<file path="src/rtl/voice_pkg.sv">
// Shared types and default widths for the polyphonic voice allocator.
package voice_pkg;

    localparam int DEF_NUM_VOICES = 4;
    localparam int DEF_FREQ_W     = 32;
    localparam int DEF_KEY_W      = 7;

    typedef enum logic [1:0] {
        FREE    = 2'd0,
        ACTIVE  = 2'd1,
        RETRIG  = 2'd2,
        RELEASE = 2'd3
    } voice_state_t;

    typedef enum logic [1:0] {
        IDLE   = 2'd0,
        SEARCH = 2'd1,
        COMMIT = 2'd2
    } ev_state_t;

    // Which rule picked the voice: A key match, B free, C oldest released,
    // D oldest sounding (a steal).
    typedef enum logic [1:0] {
        SEL_A = 2'd0,
        SEL_B = 2'd1,
        SEL_C = 2'd2,
        SEL_D = 2'd3
    } sel_case_t;

endpackage

</file>
<file path="src/rtl/voice_select.sv">
// Combinational priority / oldest-voice search over the voice table.
// Note-on: key match on any busy voice, else lowest free, else oldest
// released, else oldest sounding. Note-off: lowest sounding key match only.
module voice_select
    import voice_pkg::*;
#(
    parameter int NUM_VOICES = DEF_NUM_VOICES,
    parameter int KEY_W      = DEF_KEY_W,
    parameter int AGE_W      = 8,
    parameter int IDX_W      = 2
)(
    input  voice_state_t     state [NUM_VOICES],
    input  logic [KEY_W-1:0] vkey  [NUM_VOICES],
    input  logic [AGE_W-1:0] age   [NUM_VOICES],
    input  logic [KEY_W-1:0] key,
    input  logic             on,
    output logic [IDX_W-1:0] idx,
    output sel_case_t        sel_case,
    output logic             found
);

    logic             a_hit, b_hit, c_hit, d_hit;
    logic [IDX_W-1:0] a_idx, b_idx, c_idx, d_idx;
    logic [AGE_W-1:0] c_age, d_age;
    logic             sounding;

    // Scan all voices for each rule, then resolve by rule priority
    always_comb begin
        a_hit = 1'b0; b_hit = 1'b0; c_hit = 1'b0; d_hit = 1'b0;
        a_idx = '0;   b_idx = '0;   c_idx = '0;   d_idx = '0;
        c_age = '0;   d_age = '0;
        sounding = 1'b0;
        for (int i = 0; i < NUM_VOICES; i++) begin
            sounding = (state[i] == ACTIVE) || (state[i] == RETRIG);
            if (!a_hit && (vkey[i] == key) && (on ? (state[i] != FREE) : sounding)) begin
                a_hit = 1'b1;
                a_idx = IDX_W'(i);
            end
            if (!b_hit && (state[i] == FREE)) begin
                b_hit = 1'b1;
                b_idx = IDX_W'(i);
            end
            // strict compare keeps the lowest index on an age tie
            if ((state[i] == RELEASE) && (!c_hit || (age[i] > c_age))) begin
                c_hit = 1'b1;
                c_idx = IDX_W'(i);
                c_age = age[i];
            end
            if (sounding && (!d_hit || (age[i] > d_age))) begin
                d_hit = 1'b1;
                d_idx = IDX_W'(i);
                d_age = age[i];
            end
        end

        found    = 1'b0;
        idx      = '0;
        sel_case = SEL_A;
        if (a_hit) begin
            found = 1'b1; idx = a_idx; sel_case = SEL_A;
        end else if (on && b_hit) begin
            found = 1'b1; idx = b_idx; sel_case = SEL_B;
        end else if (on && c_hit) begin
            found = 1'b1; idx = c_idx; sel_case = SEL_C;
        end else if (on && d_hit) begin
            found = 1'b1; idx = d_idx; sel_case = SEL_D;
        end
    end

endmodule

</file>
<file path="src/rtl/voice_allocator.sv">
// Polyphonic voice scheduler: takes note events over valid/ready, assigns
// them to voices (stealing the oldest if needed) and presents frequency and
// gate changes to the generator only on sample ticks.
//
// state  | meaning
// IDLE   | ev_ready high, waiting for an event
// SEARCH | voice_select result registered
// COMMIT | voice table updated from the registered selection
module voice_allocator
    import voice_pkg::*;
#(
    parameter int NUM_VOICES = DEF_NUM_VOICES,
    parameter int FREQ_W     = DEF_FREQ_W,
    parameter int KEY_W      = DEF_KEY_W,
    parameter int AGE_W      = 8,
    parameter int REL_TICKS  = 24000,
    parameter int REL_W      = 16
)(
    input  logic                         clk,
    input  logic                         rst_n,
    input  logic                         sample_tick,
    input  logic                         ev_valid,
    output logic                         ev_ready,
    input  logic                         ev_on,
    input  logic [KEY_W-1:0]             ev_key,
    input  logic [FREQ_W-1:0]            ev_freq,
    input  logic                         panic,
    output logic [NUM_VOICES*FREQ_W-1:0] freq_out,
    output logic [NUM_VOICES-1:0]        gate_out,
    output logic [NUM_VOICES-1:0]        voice_busy,
    output logic [15:0]                  steal_cnt
);

    localparam int               IDX_W    = (NUM_VOICES > 1) ? $clog2(NUM_VOICES) : 1;
    localparam logic [AGE_W-1:0] AGE_MAX  = {AGE_W{1'b1}};
    localparam logic [REL_W-1:0] REL_INIT = REL_W'(REL_TICKS);

    ev_state_t                   fsm_state, fsm_next;
    logic                        accept, commit;

    logic                        ev_on_q;
    logic [KEY_W-1:0]            ev_key_q;
    logic [FREQ_W-1:0]           ev_freq_q;

    logic [IDX_W-1:0]            sel_idx, sel_idx_q;
    sel_case_t                   sel_case, sel_case_q;
    logic                        sel_found, sel_found_q;

    voice_state_t                v_state  [NUM_VOICES];
    logic [KEY_W-1:0]            v_key    [NUM_VOICES];
    logic [FREQ_W-1:0]           v_shadow [NUM_VOICES];
    logic [AGE_W-1:0]            v_age    [NUM_VOICES];
    logic [REL_W-1:0]            v_rel    [NUM_VOICES];

    logic [NUM_VOICES*FREQ_W-1:0] freq_q;
    logic [NUM_VOICES-1:0]        gate_q;
    logic [15:0]                  steal_q;

    voice_select #(
        .NUM_VOICES (NUM_VOICES),
        .KEY_W      (KEY_W),
        .AGE_W      (AGE_W),
        .IDX_W      (IDX_W)
    ) u_select (
        .state    (v_state),
        .vkey     (v_key),
        .age      (v_age),
        .key      (ev_key_q),
        .on       (ev_on_q),
        .idx      (sel_idx),
        .sel_case (sel_case),
        .found    (sel_found)
    );

    // Event FSM state register
    always_ff @(posedge clk or negedge rst_n) begin
        if (!rst_n) fsm_state <= IDLE;
        else        fsm_state <= fsm_next;
    end

    // Event FSM next state and handshake; ready is gated by reset so it reads low while held
    always_comb begin
        fsm_next = fsm_state;
        ev_ready = 1'b0;
        accept   = 1'b0;
        case (fsm_state)
            IDLE: begin
                ev_ready = rst_n;
                if (ev_valid) begin
                    accept   = 1'b1;
                    fsm_next = SEARCH;
                end
            end
            SEARCH:  fsm_next = COMMIT;
            COMMIT:  fsm_next = IDLE;
            default: fsm_next = IDLE;
        endcase
    end

    assign commit = (fsm_state == COMMIT) && sel_found_q;

    // Event capture, selection register, voice table and live outputs.
    // Within a voice the later assignment wins: commit over panic over tick.
    always_ff @(posedge clk or negedge rst_n) begin
        if (!rst_n) begin
            ev_on_q     <= 1'b0;
            ev_key_q    <= '0;
            ev_freq_q   <= '0;
            sel_idx_q   <= '0;
            sel_case_q  <= SEL_A;
            sel_found_q <= 1'b0;
            steal_q     <= '0;
            freq_q      <= '0;
            gate_q      <= '0;
            for (int i = 0; i < NUM_VOICES; i++) begin
                v_state[i]  <= FREE;
                v_key[i]    <= '0;
                v_shadow[i] <= '0;
                v_age[i]    <= '0;
                v_rel[i]    <= '0;
            end
        end else begin
            if (accept) begin
                ev_on_q   <= ev_on & ~panic;
                ev_key_q  <= ev_key;
                ev_freq_q <= ev_freq;
            end
            if (fsm_state == SEARCH) begin
                sel_idx_q   <= sel_idx;
                sel_case_q  <= sel_case;
                sel_found_q <= sel_found;
            end
            if (commit && ev_on_q && (sel_case_q == SEL_D))
                steal_q <= steal_q + 16'd1;

            for (int i = 0; i < NUM_VOICES; i++) begin
                if (sample_tick) begin
                    freq_q[i*FREQ_W +: FREQ_W] <= v_shadow[i];
                    gate_q[i] <= (v_state[i] == ACTIVE);
                    if ((v_state[i] != FREE) && (v_age[i] != AGE_MAX))
                        v_age[i] <= v_age[i] + AGE_W'(1);
                    if (v_state[i] == RETRIG)
                        v_state[i] <= ACTIVE;
                    if (v_state[i] == RELEASE) begin
                        if (v_rel[i] == '0) v_state[i] <= FREE;
                        else                v_rel[i]   <= v_rel[i] - REL_W'(1);
                    end
                end
                if (panic && ((v_state[i] == ACTIVE) || (v_state[i] == RETRIG))) begin
                    v_state[i] <= RELEASE;
                    v_rel[i]   <= REL_INIT;
                end
                if (commit && (sel_idx_q == IDX_W'(i))) begin
                    if (ev_on_q) begin
                        v_key[i]    <= ev_key_q;
                        v_shadow[i] <= ev_freq_q;
                        v_age[i]    <= '0;
                        v_rel[i]    <= '0;
                        v_state[i]  <= (sel_case_q == SEL_B) ? ACTIVE : RETRIG;
                    end else begin
                        v_state[i]  <= RELEASE;
                        v_rel[i]    <= REL_INIT;
                    end
                end
            end
        end
    end

    // Busy flags straight from the voice table
    always_comb begin
        voice_busy = '0;
        for (int i = 0; i < NUM_VOICES; i++)
            voice_busy[i] = (v_state[i] != FREE);
    end

    assign freq_out  = freq_q;
    assign gate_out  = gate_q;
    assign steal_cnt = steal_q;

endmodule

</file>
<file path="config.mk">
export PLATFORM = sky130hd
export DESIGN_NAME = voice_allocator
export DESIGN_NICKNAME = d
export VERILOG_FILES = /design/src/rtl/voice_pkg.sv /design/src/rtl/voice_select.sv /design/src/rtl/voice_allocator.sv
export SDC_FILE = /design/constraint.sdc
export NUM_CORES = 1
export LEC_CHECK = 0
export BUFFER_PORTS_ARGS = -buffer_cell sky130_fd_sc_hd__buf_2
export CORE_ASPECT_RATIO = 1.25
export CORE_UTILIZATION = 40
export DETAILED_ROUTE_END_ITERATION = 8
export MAX_ROUTING_LAYER = met4
export PLACE_DENSITY_LB_ADDON = 0.08
export RECOVER_POWER = 25
export SETUP_SLACK_MARGIN = 0.2
export SYNTH_ARGS = -nofsm -noshare
export SYNTH_HDL_FRONTEND = slang
export SYNTH_SLANG_ARGS = --single-unit
export TNS_END_PERCENT = 20
</file>
<file path="constraint.sdc">
create_clock -name clk -period 9.5 [get_ports clk]
set_clock_uncertainty 0.1 [all_clocks]
set_input_delay 2.85 -clock clk [delete_from_list [all_inputs] [get_ports clk]]
set_output_delay 2.85 -clock clk [all_outputs]
set_load 0.02 [all_outputs]
</file>
# --- Yosys cells after proc, flatten, opt, wreduce, memory -nomap -nowiden ---
# Cells that the tools add are included.
totals:
  register_bits: 455
  in_bits: 45
  out_inout_bits: 153
  word_cells: 283
classes:
  addsub: 9
  magnitude_cmp: 6
  eq_ne: 32
  n_mux: 118
  bitwise: 2
  reduce_logical: 86
ops:
  columns: ["op", "count"]
  rows:
  - ["$mux 16", 20]
  - ["$mux 8", 22]
  - ["$mux 2", 43]
  - ["$logic_not 16->1", 4]
  - ["$sub 16x1->16 const B", 4]
  - ["$gt 8x8->1", 6]
  - ["$logic_and 1x1->1", 34]
  - ["$add 8x1->8 const B", 4]
  - ["$ne 8x8->1 const B", 4]
  - ["$mux 1", 31]
  - ["$eq 7x7->1", 4]
  - ["$eq 2x2->1 const B", 12]
  - ["$reduce_bool 3->1", 8]
  - ["$add 16x1->16 const B", 1]
  - ["$mux 15", 1]
  - ["$eq 2x1->1 const B", 7]
  - ["$logic_not 1->1", 12]
  - ["$logic_not 2->1", 6]
  - ["$ne 3x1->1 const B", 4]
  - ["$reduce_and 3->1", 4]
  - ["$logic_or 1x1->1", 10]
  - ["$reduce_and 2->1", 4]
  - ["$reduce_bool 2->1", 4]
  - ["$pmux 2 s2", 1]
  - ["3 further kinds", 3]

# --- Depth between registers and ports, before layout ---
# Gate-level depths: netlist of the first run.
depth:
  word_depth: 20
  ltp_mapped: 27
  mapped_depth_nobuf: 24

# --- Hierarchy ---
# From an unflattened synthesis of the first run, not the netlist that was laid out.
unflattened:
  hier_cells: 2072
  hier_area_um2: 21339.2
modules_own_cells:
  columns: ["module", "instances", "cells_each", "area_each_um2", "seq_area_each_um2"]
  rows:
  - ["voice_allocator", 1, 1766, 19010.7, 11385.9]
  - ["voice_select", 1, 306, 2328.5, 0.0]

# --- Worst setup path after synthesis of the first run ---
# OpenSTA, ideal clock, no wires.
synth_timing:
  path_kind: "input-to-output"
  start: "input rst_n"
  end: "output ev_ready"
  t_arrival_ns: 3.371
  required_ns: 6.550
  path_slack_ns: 3.179
  cell_stages: 1
  n_path_buf: 0
  path_cell_list: "nor3b_1"
synth_via:
  elab_chain_len: 1
synth_lines:
  columns: ["element", "line", "rtl"]
  rows:
  - ["from (decl)", "voice_allocator.sv:20", "input logic rst_n,"]
  - ["$mux 1", "voice_allocator.sv:86", "case (fsm_state)"]
  - ["to (decl)", "voice_allocator.sv:23", "output logic ev_ready,"]
# No other way between the ends.

# --- Worst setup path in the final report of the first run ---
layout_timing:
  start: "register v_state[6] in the netlist's numbering"
  end: "register sel_idx_q[1]"
layout_via:
  elab_chain_len: 20
  elab_cells_between_ends: 84
  cone_classes: "order compare: 6; eq/ne: 3; mux: 35; reduce/logical: 40"
layout_lines:
  columns: ["element", "line", "rtl"]
  rows:
  - ["from (decl)", "voice_allocator.sv:49", "voice_state_t v_state [NUM_VOICES];"]
  - ["from (signal, indexed assignment)", "voice_allocator.sv:159", "v_state[i] <= (sel_case_q == SEL_B) ? ACTIVE : RETRIG;"]
  - ["$eq 2x1->1 or $eq 2x2->1 (tied branches)", "voice_select.sv:34", "sounding = (state[i] == ACTIVE) || (state[i] == RETRIG);"]
  - ["$logic_or 1x1->1", "voice_select.sv:34", null]
  - ["$mux 8 or $mux 1 (tied branches)", "voice_select.sv:49", "if (sounding && (!d_hit || (age[i] > d_age))) begin"]
  - ["$gt 8x8->1 or $logic_not 1->1 (tied branches)", "voice_select.sv:49", null]
  - ["$logic_or 1x1->1", "voice_select.sv:49", null]
  - ["$logic_and 1x1->1", "voice_select.sv:49", null]
  - ["$mux 8 or $mux 1 (tied branches)", "voice_select.sv:49", null]
  - ["$gt 8x8->1 or $logic_not 1->1 (tied branches)", "voice_select.sv:49", null]
  - ["(+4 left out)", null, null]
  - ["$logic_or 1x1->1", "voice_select.sv:49", null]
  - ["$logic_and 1x1->1", "voice_select.sv:49", null]
  - ["$mux 1", "voice_select.sv:49", null]
  - ["$logic_and 1x1->1", "voice_select.sv:65", "end else if (on && d_hit) begin"]
  - ["$mux 2", "voice_select.sv:65", null]
  - ["$mux 2", "voice_select.sv:63", "end else if (on && c_hit) begin"]
  - ["$mux 2", "voice_select.sv:61", "end else if (on && b_hit) begin"]
  - ["$mux 2 *", "voice_select.sv:59", "if (a_hit) begin"]
  - ["to (signal assigned)", "voice_allocator.sv:129", "sel_idx_q <= sel_idx;"]
  - ["to (decl)", "voice_allocator.sv:45", "logic [IDX_W-1:0] sel_idx, sel_idx_q;"]
# Mark *: on every way between the ends. The rest lies on a longest branch, timed or not.
# A chain may end at the register's enable or synchronous reset.

==> results.cfg, run 1 <==
[route]
vias_per_cell = 5.196
wl_per_cell_um = 18.73
antenna_left = 0
num_vias = 15054
drt_wl_total_um = 54250
drc_errors = 9
initialDrtViolationCount = 726
drtPass1Iterations = 7

[timing]
rsz0062_at_grt = no
final_max_slew_viol_count = 180
setup_tns_ns = 0
slew-limit-headroom_pct = -120.0
finalHoldViolCount = 0
fmax_mhz = 145.3
worstMarginPinSlew_ns = 3.300
final.setup.worst_slack_ns = 2.617
finalSetupViolations = 0
min_period_ns = 6.883
min_period_over_period_pct = 72.46

[cells_and_area]
area_growth_pct = 16.24
drive_above_1_share_pct = 22.70
layout.nets = 2307
final_util_pct = 47.02
fin_area_mm2 = 0.02424

[run_status]
outcome = complete, but fails checks
violations = DRC, capacitance limit, slew limit

[power_and_ir_drop]
leakagePower_uw = 0.01216
peakVddDrop_v = 0.0001463
p_total_uw = 7567
cellPowerDensity_mw_per_mm2 = 312.2

[die]
row_count = 93
start_util_pct = 40.45
die_w_um = 206.2
die_y_um = 257.3
io_pins = 198
dieArea_mm2 = 0.05306
core_mm2 = 0.05155

[placed_design]
finalWeightedCongestion = 0.9099
postPlaceCellArea_mm2 = 0.02250
place_ws_ns = 2.654
dp_hpwl_um = 34560
port_buffers = 197

[clock_tree]
cts_tree = yes
numCtsBuffers = 49
cts-resized-gates = 0
clkLatencyLatePin_ns = 0.59
cts_setup_buffers = 0
clock-sinks = 455
cts_max_level = 2
cts.path.max_buffers = 3
hold_buffers = 0
clk_pin_slew_ns = 0.06
cts_root_buf = clkbuf_16

[synth]
synth_ff_type = dfrtp_1
synth_edf_count = 0
yosys-top-cells-count = nand2_1 (540), dfrtp_1 (455), mux2_2 (195)
yosysTopAreaCellShare_pct = 54.60
synth_nets = 2134
yosysWarnings = 0
synthCells = 2015
synth.avg_cell_area_um2 = 10.35
synth.area.top_cells = dfrtp_1 (55%), mux2_2 (11%), nand2_1 (9.7%)
syn_area_mm2 = 0.02085
synth.distinct_cells = 57
synth.largest_area_cell = dfrtp_1
seq_area_frac_synth_pct = 54.60
ys_ff_latch = 455
synth_most_common_cell = nand2_1
async_reset_ff_share_pct = 100.0

[setup_path]
crit_type = reg2reg
critPathCaptureType = flop
cp_max_fo = 22
critPathArrivalTime_ns = 7.25
required_ns = 9.87
start_kind = flop
r2r_setup_slack_ns = 2.62

[global_routing]
antenna_found_initial = 3
track_usage_pct = 21.82
first_global_vias = 15661
grt_max_degree = 151
grt_pass1_wl_um = 88200
overflow = 0

[job]
max-cap-violations = 5

[min_path]
holdCritPathClass = reg2reg
[cell families (layout without fill, tap and decap cells)]
logic type                 Yosys count  after routing  synth area share [%]
AOI/OAI and AO/OA                  212            212                 6.480
xor gates and xnor gates            94             94                 3.948
adders and majority gates           74             74                 4.440
buffers and inverters              144            358                 2.658
DFF                                455            455                 54.60
muxes                              199            199                 10.72
other                                0              3                     0
and+or+nand+nor                    837            837                 17.15
[flip-flops by register name, summed over array words and instances, names as in the netlist, 2 cells and up]
register / flops
ev_freq_q: 32
ev_key_q: 7
freq_out: 128
fsm_state: 2
gate_out: 4
sel_case_q: 2
sel_idx_q: 2
steal_cnt: 16
v_age: 32
v_key: 28
v_rel: 64
v_shadow: 128
v_state: 8
[routing by layer]
layer | vias up | wire [um] | track usage, %
met5 | - | 0 | -
met4 | 0 | 1283 | 6.536
met3 | 85 | 3058 | 5.104
met2 | 302 | 26210 | 34.87
met1 | 7489 | 23700 | 27.35
li1 | 7178 | - | -
[cell usage in the layout, fill, tap and decap left out, types with 50 or more instances in the layout]
| master | Yosys | routed |
|---|---|---|
| buf_2 | 5 | 195 |
| inv_1 | 51 | 51 |
| mux2_2 | 195 | 195 |
| o21ai_0 | 65 | 65 |
| xnor2_1 | 55 | 55 |
| clkbuf_16 | 0 | 50 |
| nand2_1 | 540 | 536 |
| dfrtp_1 | 455 | 455 |
| ha_1 | 74 | 74 |
| nor2_1 | 126 | 126 |
[final timing paths]
check / start / endpoint / cells after the start
min: steal_cnt[15] / steal_cnt[15] / 1
max reg2reg: v_state[6] / sel_idx_q[1] / 22
min in group asynchronous: rst_n / v_age[3] / 1
max: v_state[6] / sel_idx_q[1] / 22
min reg2reg: steal_cnt[15] / steal_cnt[15] / 1
max in group asynchronous: rst_n / ev_freq_q[14] / 4
[metrics by stage]
stage | instances | hold WS, ns
after detailed placement | 2802 | 0.3575
after global placement | 2802 | 0.3528
after global routing | 2897 | 0.3847
after floorplan | 2015 | 0.3403
after CTS | 2894 | 0.3727
final | 2897 | 0.3692
[worst max-delay path, stage by stage (launching register included)]
cell	delay [ns]
dfrtp_1	0.43
ha_1	0.72
nand2_1	0.12
ha_1	0.37
a21o_1	0.17
nand2_1	0.06
nand4b_1	0.09
o21ai_1	0.86
a31oi_1	0.23
ha_1	0.36
nand2_1	0.07
o21bai_1	0.16
a21o_1	0.16
a31oi_1	0.81
mux2_2	0.43
ha_1	0.29
nor2b_1	0.13
o211ai_1	0.17
a21oi_1	0.09
o41a_1	0.38
o211ai_1	0.21
a211oi_1	0.11
a221o_1	0.26
[cell type report]
class,instances,area (um2)
Multi-Input combinational cell,1416,8929
Sequential cell,455,11390
Clock inverter,22,292.8
Timing Repair Buffer,215,1124
Clock buffer,70,1476
Antenna cell,3,7.507
Inverter,51,191.4
Fill cell,4873,27310
Tap cell,665,832.0
[report_power, final]
part	internal [uW]	leakage (uW)	switching, uW
Combinational	1090	0.00536	1510
Clock	1250	0.000883	810
Sequential	2440	0.00592	471
Power figures use the tool's default switching activity.
==> run 2: changes to the inputs <==
==> constraint.sdc (replaced) <==
create_clock -name clk -period 6.5 [get_ports clk]
set_clock_uncertainty 0.1 [all_clocks]
set_input_delay 1.95 -clock clk [delete_from_list [all_inputs] [get_ports clk]]
set_output_delay 1.95 -clock clk [all_outputs]
set_load 0.02 [all_outputs]
==> run 2 against run 1 <==
  * The flow still finishes with violations (DRC, capacitance limit, slew limit)
  * First-iteration DRC count rose by 7.2%
  * Critical path depth decreased by 15
  * Combinational power up 47%
  * Die area is the same
  * Sequential power up 46%
  * Largest cell class unchanged
==> results.cfg, run 2 (synthesis gave the netlist of run 1 again) <==
[clock_tree]
cts.path.max_buffers = 3
cts_root_buf = clkbuf_16
cts-resized-gates = 0
cts_setup_buffers = 0
clock-sinks = 455
clk_pin_slew_ns = 0.06
hold_buffers = 0
clkLatencyLatePin_ns = 0.59
cts_tree = yes
numCtsBuffers = 49
cts_max_level = 2

[timing]
final.setup.worst_slack_ns = 0.4842
min_period_ns = 6.016
finalHoldViolCount = 0
fmax_mhz = 166.2
rsz0062_at_grt = no
setup_tns_ns = 0
finalSetupViolations = 0
slew-limit-headroom_pct = -120.0
min_period_over_period_pct = 92.55
worstMarginPinSlew_ns = 3.299
final_max_slew_viol_count = 448

[min_path]
holdCritPathClass = reg2reg

[run_status]
violations = DRC, capacitance limit, slew limit
outcome = complete, but fails checks

[placed_design]
finalWeightedCongestion = 0.8736
port_buffers = 197
dp_hpwl_um = 35090
place_ws_ns = 0.4104

[power_and_ir_drop]
peakVddDrop_v = 0.0002233
switching_share_pct = 36.93
cellPowerDensity_mw_per_mm2 = 458.7
leakagePower_uw = 0.01215
combPwrFrac_pct = 34.5
intPower_uw = 7008
pwr-share-seq_pct = 38.3
clkPwrFrac_pct = 27.2
switchingPower_uw = 4104

[setup_path]
critPathCaptureType = flop
r2r_setup_slack_ns = 0.63
required_ns = 6.80
start_kind = input port
cp_max_fo = 38
critPathArrivalTime_ns = 6.31
crit_type = in2reg

[route]
drt_wl_total_um = 54780
drc_errors = 8
num_vias = 15017
vias_per_cell = 5.187
antenna_left = 0
initialDrtViolationCount = 778
wl_per_cell_um = 18.92
drtPass1Iterations = 7

[cells_and_area]
fillers = 4915
regArea_mm2 = 0.01139
area_growth_pct = 16.19
final_cell_mix = nand2_1 (536), dfrtp_1 (455), mux2_2 (195), buf_2 (195), nor2_1 (126)
layout.nets = 2308
layout_commonest_cell = nand2_1
drive_above_1_share_pct = 22.54
multi_input_area_mm2 = 0.008916

[job]
max-cap-violations = 7

[die]
io_pins = 198
start_util_pct = 40.45
core_mm2 = 0.05155
dieArea_mm2 = 0.05306
die_w_um = 206.2
row_count = 93
die_y_um = 257.3

[global_routing]
grt_max_degree = 186
grt_pass1_wl_um = 87130
overflow = 0
first_global_vias = 15437
antenna_found_initial = 3
track_usage_pct = 21.66
-- run 2: final timing paths --
path	start	to	depth (start not counted)
worst min register to register	steal_cnt[15]	steal_cnt[15]	1
worst max-delay path	sample_tick	v_age[7]	7
max in group asynchronous	rst_n	v_rel[28]	2
min in group asynchronous	rst_n	v_age[15]	1
worst max register to register	v_state[6]	sel_idx_q[1]	24
worst min-delay path	steal_cnt[15]	steal_cnt[15]	1
-- run 2: layout make-up --
cell class	count	area share [%]
timing repair buffer	216	4.674
clock inverter	20	1.322
antenna	3	0.03099
clock buffer	69	5.954
tap	665	3.434
sequential	455	46.99
inverter	51	0.7901
multi-input combinational	1416	36.80
-- run 2: routing by layer --
| metal | GRT usage, % | up-vias | routed length, um |
|---|---|---|---|
| met1 | 27.30 | 7524 | 24060 |
| met4 | 5.637 | 0 | 1119 |
| met2 | 34.98 | 268 | 26560 |
| li1 | - | 7144 | - |
| met3 | 4.889 | 81 | 3038 |
| met5 | - | - | 0 |
-- run 2: metrics by stage --
stage               utilization [%]  power (uW)  area [um2]  std cells  hold slack (ns)
finish                        47.00       11110       24230       2895           0.3647
global route                  47.00       11870       24230       2895           0.3879
CTS                           47.11       11240       24280       2892           0.3701
detailed placement            43.69        8144       22520       2803           0.3570
global placement              43.69        8039       22520       2803           0.3512
floorplan                         -        6878       20850       2015           0.3403
-- run 2: worst max-delay path, stage by stage --
cell and delay (ns):
clkbuf_1 1.63, inv_1 0.90, a311oi_1 1.02, nand4_1 0.32, nor3_1 0.25, xnor2_1 0.14
nor2_1 0.05
-- run 2: power by group through the flow --
stage | Sequential (uW) | Combinational, uW | Clock [uW]
after floorplan | 4300 | 2580 | 0
after global placement | 4280 | 3760 | 0
after detailed placement | 4290 | 3850 | 0
after CTS | 4260 | 3870 | 3110
after global routing | 4360 | 4300 | 3210
final | 4250 | 3830 | 3030
==> run 3: changes to the inputs <==
==> constraint.sdc (replaced) <==
create_clock -name clk -period 5.2 [get_ports clk]
set_clock_uncertainty 0.1 [all_clocks]
set_input_delay 1.56 -clock clk [delete_from_list [all_inputs] [get_ports clk]]
set_output_delay 1.56 -clock clk [all_outputs]
set_load 0.02 [all_outputs]
==> run 3 against run 2 <==
  * The run ends with DRC, capacitance limit, slew limit, setup timing left
  * Die area unchanged
  * Worst setup slack worse by 0.51 ns
  * Flip-flop and latch count stayed put
  * Sequential share of layout area shrank 1.6 points
  * Highest routed layer unchanged
  * Global-route usage grew 0.94 points
  * Count of clock-buffer cells in the layout shrank 1
  * Core utilization grew 1.7 points
  * Critical path depth grew 16
==> results.cfg, run 3 (synthesis gave the netlist of run 1 again) <==
[power_and_ir_drop]
peakVddDrop_v = 0.0003489
cellPowerDensity_mw_per_mm2 = 591.9
p_total_uw = 14850
leakagePower_uw = 0.01252

[setup_path]
cpPeakStageDelay_ns = 0.38
crit_path_start = v_state[6]
critical_path_buf_inv_count = 4
crit_type = reg2reg
reg2reg_from = v_state[6]
start_kind = flop
required_ns = 5.57
cp_cell_sequence = buf_4 -> inv_2 -> ha_4 -> nand2_1 -> ha_1 -> a21oi_1 -> a21boi_1 -> o31ai_4 -> buf_6 -> a31oi_2 -> ha_1 -> nand4_1 -> a21o_1 -> a31oi_2 -> buf_6 -> mux2_2 -> ha_1 -> nand3_1 -> o41ai_2 -> a31oi_1 -> o21ai_1 -> a211oi_1 -> a221o_1
crit_path_frequent_cell = ha_1
cp_max_fo = 8
slowest_stage = o31ai_4
critPathCaptureType = flop
crit_family = compound AO/OA/AOI/OAI gates
critPathArrivalTime_ns = 5.60

[cells_and_area]
layout.nets = 2373
area_growth_pct = 20.33
layout_commonest_cell = nand2_1
finalNonFillerCells = 2955
fillers = 4857
final_cell_mix = nand2_1 (529), dfrtp_1 (455), buf_2 (195)
drive_above_1_share_pct = 27.09

[global_routing]
grt_pass1_wl_um = 91010
first_global_vias = 16097
overflow = 0
antenna_found_initial = 5
track_usage_pct = 22.60
grt_max_degree = 166

[clock_tree]
cts.path.max_buffers = 3
cts_tree = yes
cts_max_level = 2
clkLatencyLatePin_ns = 0.58
numCtsBuffers = 47
clock-sinks = 455
hold_buffers = 0
cts_root_buf = clkbuf_16
clk_pin_slew_ns = 0.07

[route]
antenna_left = 0
wl_per_cell_um = 19.15
drtPass1Iterations = 7
drc_errors = 11
vias_per_cell = 5.221
num_vias = 15427
initialDrtViolationCount = 857
drt_wl_total_um = 56600

[placed_design]
dp_hpwl_um = 35280
finalWeightedCongestion = 0.8702
port_buffers = 197
placedCellCount = 2831

[run_status]
violations = DRC, capacitance limit, slew limit, setup timing
outcome = complete, but fails checks

[die]
io_pins = 198
core_mm2 = 0.05155
start_util_pct = 40.45
die_w_um = 206.2
die_y_um = 257.3
dieArea_mm2 = 0.05306
row_count = 93

[timing]
finalHoldViolCount = 0
min_period_ns = 5.227
fmax_mhz = 191.3
worstMarginPinSlew_ns = 3.300
finalSetupViolations = 1
min_period_over_period_pct = 100.5
final_max_slew_viol_count = 357
setup_tns_ns = -0.02705
slew-limit-headroom_pct = -120.0
final.setup.worst_slack_ns = -0.02705
rsz0062_at_grt = yes

[job]
max-cap-violations = 5

[min_path]
min_from = steal_cnt[15]
holdCritPathClass = reg2reg
==> run 3: cell count changes in the layout (fill, tap and decap cells not counted), sizes merged <==
cell      previous run  this run
inv                 53        54
bufinv               7         2
clkbuf              76        75
clkinv               8         6
clkinvlp             3         1
diode                3         5
buf                209       276
==> run 3: per-stage QoR <==
stage / instance area (um2) / utilization, % / setup WS (ns) / hold WS, ns
floorplan: 21020 / - / 0.01667 / 0.3403
detailed placement: 22830 / 44.29 / -0.3990 / 0.3564
global route: 25090 / 48.68 / -0.2645 / 0.3862
global placement: 22830 / 44.29 / -0.2695 / 0.3518
finish: 25090 / 48.68 / -0.02705 / 0.3643
CTS: 25000 / 48.50 / 0.05591 / 0.3728
==> run 3: routing by layer <==
metal / share of wire [%] / GRT usage, % / up-vias
li1: - / - / 7292
met1: 44 / 28.49 / 7760
met2: 48 / 36.42 / 280
met3: 5.3 / 4.965 / 95
met4: 2.6 / 6.230 / 0
met5: 0 / - / -
==> run 3: cell type report <==
| cell class | instances | area [um2] | share of cell area (%) |
|---|---|---|---|
| flip-flops and latches | 455 | 11390 | 45.38 |
| multi-input cells | 1416 | 9434 | 37.60 |
| repair buffers | 283 | 1707 | 6.801 |
| clock buffers | 68 | 1395 | 5.560 |
| well taps | 665 | 832.0 | 3.316 |
| inverters | 51 | 191.4 | 0.7629 |
| clock inverters | 12 | 135.1 | 0.5385 |
| diodes | 5 | 12.51 | 0.04986 |
==> run 3: where the power goes <==
part | total (uW) | switching (uW) | internal, uW
sequential | 5310 | 856 | 4450
combinational | 6150 | 3300 | 2850
clock | 3400 | 1440 | 1960
total | 14900 | 5600 | 9260
==> run 3: worst paths after layout <==
check,cells after the start,to,slack (ns)
min in group asynchronous,1,v_age[5],0.71
setup reg to reg,23,sel_idx_q[1],-0.03
max in group asynchronous,3,v_shadow[83],0.73
hold reg to reg,1,steal_cnt[15],0.36
hold / removal,1,steal_cnt[15],0.36
setup / recovery,23,sel_idx_q[1],-0.03
==> run 3: repair_timing <==
item | CTS | global route
resized for setup | 58 | 19
setup endpoints to repair | 2 | 2
gates cloned | 1 | 0
pin swaps | 39 | 28
buffers inserted | 35 | 3
